### config.mk
export PLATFORM = sky130hd
export DESIGN_NAME = m_axi_reg_master
export DESIGN_NICKNAME = d
export VERILOG_FILES = /design/src/rtl/m_axi_reg_master.sv
export SDC_FILE = /design/constraint.sdc
export NUM_CORES = 1
export LEC_CHECK = 0
export ABC_CLOCK_PERIOD_IN_PS = 3700
export CAP_MARGIN = 10
export CORE_ASPECT_RATIO = 0.5
export CORE_MARGIN = 3
export CORE_UTILIZATION = 43
export DETAILED_ROUTE_END_ITERATION = 8
export GPL_TIMING_DRIVEN = 0
export PLACE_DENSITY_LB_ADDON = 0.3
export SYNTH_ARGS = -nofsm -noshare
export SYNTH_HDL_FRONTEND = slang
export SYNTH_SLANG_ARGS = --single-unit
### constraint.sdc
create_clock -name clk -period 3.7 [get_ports clk]
set_clock_uncertainty 0.2 [all_clocks]
set_input_delay 0.74 -clock clk [delete_from_list [all_inputs] [get_ports clk]]
set_output_delay 0.74 -clock clk [all_outputs]
set_load 0.05 [all_outputs]
### src/rtl/m_axi_reg_master.sv
// Single-beat AXI initiator: one read or write command at a time, response
// returned through a one-entry valid/ready port, plus completed-transaction counters.
module m_axi_reg_master #(
  parameter logic [3:0]  AXI_ID = 4'h0,
  parameter int unsigned CNT_W  = 16
) (
  input  logic             clk,
  input  logic             areset,
  input  logic             cmd_valid_i,
  output logic             cmd_ready_o,
  input  logic             cmd_write_i,
  input  logic [31:0]      cmd_addr_i,
  input  logic [31:0]      cmd_wdata_i,
  input  logic [3:0]       cmd_wstrb_i,
  output logic [3:0]       awid_o,
  output logic [31:0]      awaddr_o,
  output logic             awvalid_o,
  input  logic             awready_i,
  output logic [3:0]       wid_o,
  output logic [31:0]      wdata_o,
  output logic [3:0]       wstrb_o,
  output logic             wlast_o,
  output logic             wvalid_o,
  input  logic             wready_i,
  input  logic [3:0]       bid_i,
  input  logic [1:0]       bresp_i,
  input  logic             bvalid_i,
  output logic             bready_o,
  output logic [3:0]       arid_o,
  output logic [31:0]      araddr_o,
  output logic             arvalid_o,
  input  logic             arready_i,
  input  logic [3:0]       rid_i,
  input  logic [31:0]      rdata_i,
  input  logic [1:0]       rresp_i,
  input  logic             rlast_i,
  input  logic             rvalid_i,
  output logic             rready_o,
  output logic             rsp_valid_o,
  input  logic             rsp_ready_i,
  output logic             rsp_write_o,
  output logic [31:0]      rsp_rdata_o,
  output logic [1:0]       rsp_resp_o,
  output logic [CNT_W-1:0] wr_count_o,
  output logic [CNT_W-1:0] rd_count_o,
  output logic             busy_o
);

  typedef enum logic [2:0] {
    IDLE,
    WR_REQ,
    WR_RESP,
    RD_REQ,
    RD_DATA,
    RSP
  } state_t;

  state_t           state, state_nx;
  logic [31:0]      addr_q;
  logic [31:0]      wdata_q;
  logic [3:0]       wstrb_q;
  logic             aw_done, w_done;
  logic             rsp_write_q;
  logic [31:0]      rsp_rdata_q;
  logic [1:0]       rsp_resp_q;
  logic [CNT_W-1:0] wr_cnt, rd_cnt;

  logic cmd_hs, aw_hs, w_hs, b_hs, r_hs, rsp_hs;

  always_ff @(posedge clk or negedge areset) begin
    if (!areset) state <= IDLE;
    else         state <= state_nx;
  end

  // AW and W are tracked independently; each valid is simply "not yet accepted"
  always_comb begin
    state_nx    = state;
    cmd_ready_o = 1'b0;
    awvalid_o   = 1'b0;
    wvalid_o    = 1'b0;
    bready_o    = 1'b0;
    arvalid_o   = 1'b0;
    rready_o    = 1'b0;
    rsp_valid_o = 1'b0;
    case (state)
      IDLE: begin
        cmd_ready_o = 1'b1;
        if (cmd_valid_i) state_nx = cmd_write_i ? WR_REQ : RD_REQ;
      end
      WR_REQ: begin
        awvalid_o = !aw_done;
        wvalid_o  = !w_done;
        if ((aw_done || awready_i) && (w_done || wready_i)) state_nx = WR_RESP;
      end
      WR_RESP: begin
        bready_o = 1'b1;
        if (bvalid_i) state_nx = RSP;
      end
      RD_REQ: begin
        arvalid_o = 1'b1;
        if (arready_i) state_nx = RD_DATA;
      end
      RD_DATA: begin
        rready_o = 1'b1;
        if (rvalid_i) state_nx = RSP;
      end
      RSP: begin
        rsp_valid_o = 1'b1;
        if (rsp_ready_i) state_nx = IDLE;
      end
      default: state_nx = IDLE;
    endcase
  end

  assign cmd_hs = cmd_valid_i & cmd_ready_o;
  assign aw_hs  = awvalid_o & awready_i;
  assign w_hs   = wvalid_o & wready_i;
  assign b_hs   = bvalid_i & bready_o;
  assign r_hs   = rvalid_i & rready_o;
  assign rsp_hs = rsp_valid_o & rsp_ready_i;

  always_ff @(posedge clk or negedge areset) begin
    if (!areset) begin
      addr_q      <= '0;
      wdata_q     <= '0;
      wstrb_q     <= '0;
      aw_done     <= 1'b0;
      w_done      <= 1'b0;
      rsp_write_q <= 1'b0;
      rsp_rdata_q <= '0;
      rsp_resp_q  <= '0;
      wr_cnt      <= '0;
      rd_cnt      <= '0;
    end else begin
      if (cmd_hs) begin
        addr_q  <= cmd_addr_i;
        wdata_q <= cmd_wdata_i;
        wstrb_q <= cmd_wstrb_i;
        aw_done <= 1'b0;
        w_done  <= 1'b0;
      end else begin
        if (aw_hs) aw_done <= 1'b1;
        if (w_hs)  w_done  <= 1'b1;
      end
      if (b_hs) begin
        rsp_write_q <= 1'b1;
        rsp_rdata_q <= '0;
        rsp_resp_q  <= (bid_i == AXI_ID) ? bresp_i : 2'b10;
      end
      if (r_hs) begin
        rsp_write_q <= 1'b0;
        rsp_rdata_q <= rdata_i;
        rsp_resp_q  <= (rid_i == AXI_ID && rlast_i) ? rresp_i : 2'b10;
      end
      if (rsp_hs) begin
        if (rsp_write_q) wr_cnt <= wr_cnt + CNT_W'(1);
        else             rd_cnt <= rd_cnt + CNT_W'(1);
      end
    end
  end

  // Byte offset is dropped on the bus; accesses are always word aligned
  assign awaddr_o    = addr_q & 32'hFFFF_FFFC;
  assign araddr_o    = addr_q & 32'hFFFF_FFFC;
  assign awid_o      = AXI_ID;
  assign wid_o       = AXI_ID;
  assign arid_o      = AXI_ID;
  assign wdata_o     = wdata_q;
  assign wstrb_o     = wstrb_q;
  assign wlast_o     = wvalid_o;
  assign rsp_write_o = rsp_write_q;
  assign rsp_rdata_o = rsp_rdata_q;
  assign rsp_resp_o  = rsp_resp_q;
  assign wr_count_o  = wr_cnt;
  assign rd_count_o  = rd_cnt;
  assign busy_o      = (state != IDLE);

endmodule
==> impl_metrics.toml <==
[die]
die_area_um2 = 15300
die_h_um = 89.0
start_util = 0.453
coreArea_um2 = 13100
top_level_ports = 311
die_w_um = 172
num_rows = 29

[setup_path]
crit_slowest_cell = "clkdlybuf4s50_1"
crit_chain = "buf_2, clkbuf_1, nor3_1, buf_4, clkdlybuf4s50_1"
crit_fanout = 10
crit_type = "flip-flop to primary output"
start_kind = "flip-flop"
critical_path_arrival_ps = 2480
critPathCaptureType = "primary output"
worst_r2r_path_depth = 6
critPathMaxStageDelay_ps = 790
crit_required_ps = 2760

[detailed_routing]
firstDrtPassIters = 4
wire_per_inst_um = 16.8
final_antenna_net_count = 0
drc = 0
vias = 4612
routed_wl_um = 16000
via_per_inst = 4.84
first_iter_violations = 196

[global_route]
grtUsageMet3 = 0.0495
use_met1 = 0.228
gr-usage-all-layers = 0.209
grt_util_met2 = 0.412
overflow = 0
grt_pass1_vias = 4837
antenna_found_initial = 0
grt_pass1_wl_um = 25000
grt_max_degree = 81
top_usage_layer = "met2"

[power]
cellLeakagePower_nw = 4.29
swShare = 0.465
powerDensity_nw_per_um2 = 1040
pwr-share-seq = 0.243
comb_power_share = 0.581
p_sw_mw = 4.73
pwr-share-clk = 0.176
internal-power_mw = 5.43
ir_drop_mv = 0.499

[logic_synthesis]
netlist_area_um2 = 5920
synth_top_area_share = 0.584
yosysSeqAreaShare = 0.584
ys_ff_latch = 138
ys_warn_count = 0
yosysUniqueCellTypes = 44
synth_top_area_cell = "dfrtp_1"
avgSynthCellArea_um2 = 13.4
syn_inst = 443
synthTopCellsByArea = "dfrtp_1, mux2_2, buf_4"

[cts]
cts_buffers = 17
cts_sinks = 138
post_cts_buffers = 0
cts_resized = 0
cts_hold_buf = 0
cts_max_level = 4
clockBufferDepth = 2
root_buffer = "clkbuf_16"
cts_tree = "done"
path_clk_slew_ps = 60
clock_latency_ps = 400

[cells_and_area]
layout-drive-gt1-share = 0.217
area_delta_synth_final_pct = 65.1
nets = 895
ff_latch_area_um2 = 3450
final_cell_mix = "clkdlybuf4s50_1, dfrtp_1, mux2_2, buf_4, a22o_1"
fillCellCount = 857
diodes = 0
layout_commonest_cell = "clkdlybuf4s50_1"
post-route-util = 0.748
multiInputGateArea_um2 = 2010

[timing]
period_needed_ps = 3420
slew_headroom = 0.505
final_hold_viol_count = 0
finalSetupViolations = 0
tightestPinTransition_ps = 743
rsz0062_at_grt = "no"
maxSlewViolCount = 0
period_share = 0.925
fin_tns_setup_ps = 0
fmax_mhz = 292
whs_ps = 169

[run]
cap_violations = 0

[place]
port_buffers = 292
gp_congestion = 0.759
hpwl_um = 12300

[hold_path]
hp-class = "primary input to asynchronous set/reset pin"

[outcome]
status = "completed"
## flip-flops by register name (all words and copies together) (netlist names)
| signal | flops |
|---|---|
| w_done | 1 |
| rsp_resp_o | 2 |
| wstrb_o | 4 |
| rsp_write_o | 1 |
| rsp_rdata_o | 32 |
| wr_count_o | 16 |
| wdata_o | 32 |
| addr_q | 30 |
| aw_done | 1 |
| state | 3 |
| rd_count_o | 16 |
## Yosys cell counts
| library cell | number |
|---|---|
| and4bb_2 | 1 |
| ha_1 | 2 |
| nand4_1 | 7 |
| and3_1 | 7 |
| a311o_1 | 1 |
| nor4b_1 | 1 |
| mux2_1 | 3 |
| a21o_1 | 1 |
| nand2b_1 | 2 |
| o22a_1 | 1 |
| nor2_2 | 1 |
| nand4b_4 | 1 |
| buf_6 | 5 |
| dfrtp_1 | 138 |
| a31oi_1 | 3 |
| xnor2_1 | 23 |
| a21boi_0 | 1 |
| nor4_4 | 2 |
| nand2_1 | 10 |
| buf_2 | 8 |
| nor4_1 | 2 |
| a21oi_1 | 6 |
| nor2_4 | 1 |
| o22ai_1 | 2 |
| a22o_1 | 32 |
| o21ai_0 | 1 |
| clkbuf_1 | 2 |
| nor3_1 | 5 |
| nand3b_1 | 1 |
| and2_1 | 4 |
| a2111oi_0 | 1 |
| nand4b_1 | 1 |
| xor2_1 | 7 |
| mux2i_1 | 1 |
| nand3_1 | 16 |
| nor3b_1 | 1 |
| o211ai_1 | 1 |
| inv_1 | 6 |
| buf_4 | 51 |
| mux2_2 | 65 |
| nor3_4 | 1 |
| conb_1 | 1 |
| nor2b_1 | 1 |
| nor2_1 | 16 |
## power by group through the flow
stage,clock [mW],combinational [mW],sequential [mW]
after global routing,1.90,6.13,2.55
after CTS,1.82,5.95,2.48
after detailed placement,0,5.93,2.49
final,1.79,5.90,2.47
after global placement,0,5.86,2.46
after floorplan,0,2.06,4.37
## worst paths after layout
path                                startpoint  slack [ps]             end
worst max-delay path                  state[2]         280        wvalid_o
worst min-delay path                    areset         170      addr_q[15]
worst max register to register        state[0]        1680       addr_q[5]
worst min register to register  rd_count_o[15]         270  rd_count_o[15]
max in group asynchronous               areset        2360   rsp_resp_o[0]
min in group clk                rd_count_o[15]         270  rd_count_o[15]
## stage by stage
stage | cell area [um2] | cells | setup slack, ps | total power, mW
2_1_floorplan | 5970 | 458 | 514 | 6.43
3_3_place_gp | 9110 | 920 | -3860 | 8.32
3_5_place_dp | 9140 | 921 | 682 | 8.43
4_1_cts | 9770 | 953 | 267 | 10.2
5_1_grt | 9770 | 953 | 174 | 10.6
6_report | 9770 | 953 | 279 | 10.2
## metal layers
metal,up-vias,share of wire
li1,2162,-
met2,154,0.56
met3,16,0.062
met5,-,0
met4,0,0.013
met1,2280,0.37
## final cells by class
| type | instances | area share |
|---|---|---|
| sequential | 138 | 0.354 |
| timing repair buffer | 293 | 0.302 |
| multi-input combinational | 248 | 0.206 |
| buffer | 66 | 0.0498 |
| clock buffer | 20 | 0.0478 |
| tap | 170 | 0.0218 |
| clock inverter | 12 | 0.0167 |
| inverter | 6 | 0.00231 |
## kinds of logic (layout without fill, tap and decap cells)
group | count (synthesis) | after routing | share of synthesized area
muxes | 69 | 69 | 0.131
adders and majority gates | 2 | 2 | 0.00423
other | 1 | 16 | 0.000634
and+or+nand+nor | 81 | 81 | 0.0831
AOI/OAI and AO/OA | 50 | 50 | 0.0670
xor gates and xnor gates | 30 | 30 | 0.0444
DFF | 138 | 138 | 0.584
buffers and inverters | 72 | 397 | 0.0860
## critical path, delay by kind of cell, from the launching register on
kind | cells | cell delay, ps
buffers and inverters | 4 | 1390
DFF | 1 | 350
and+or+nand+nor | 1 | 340
No activity file was read; power rests on OpenSTA's default activity.
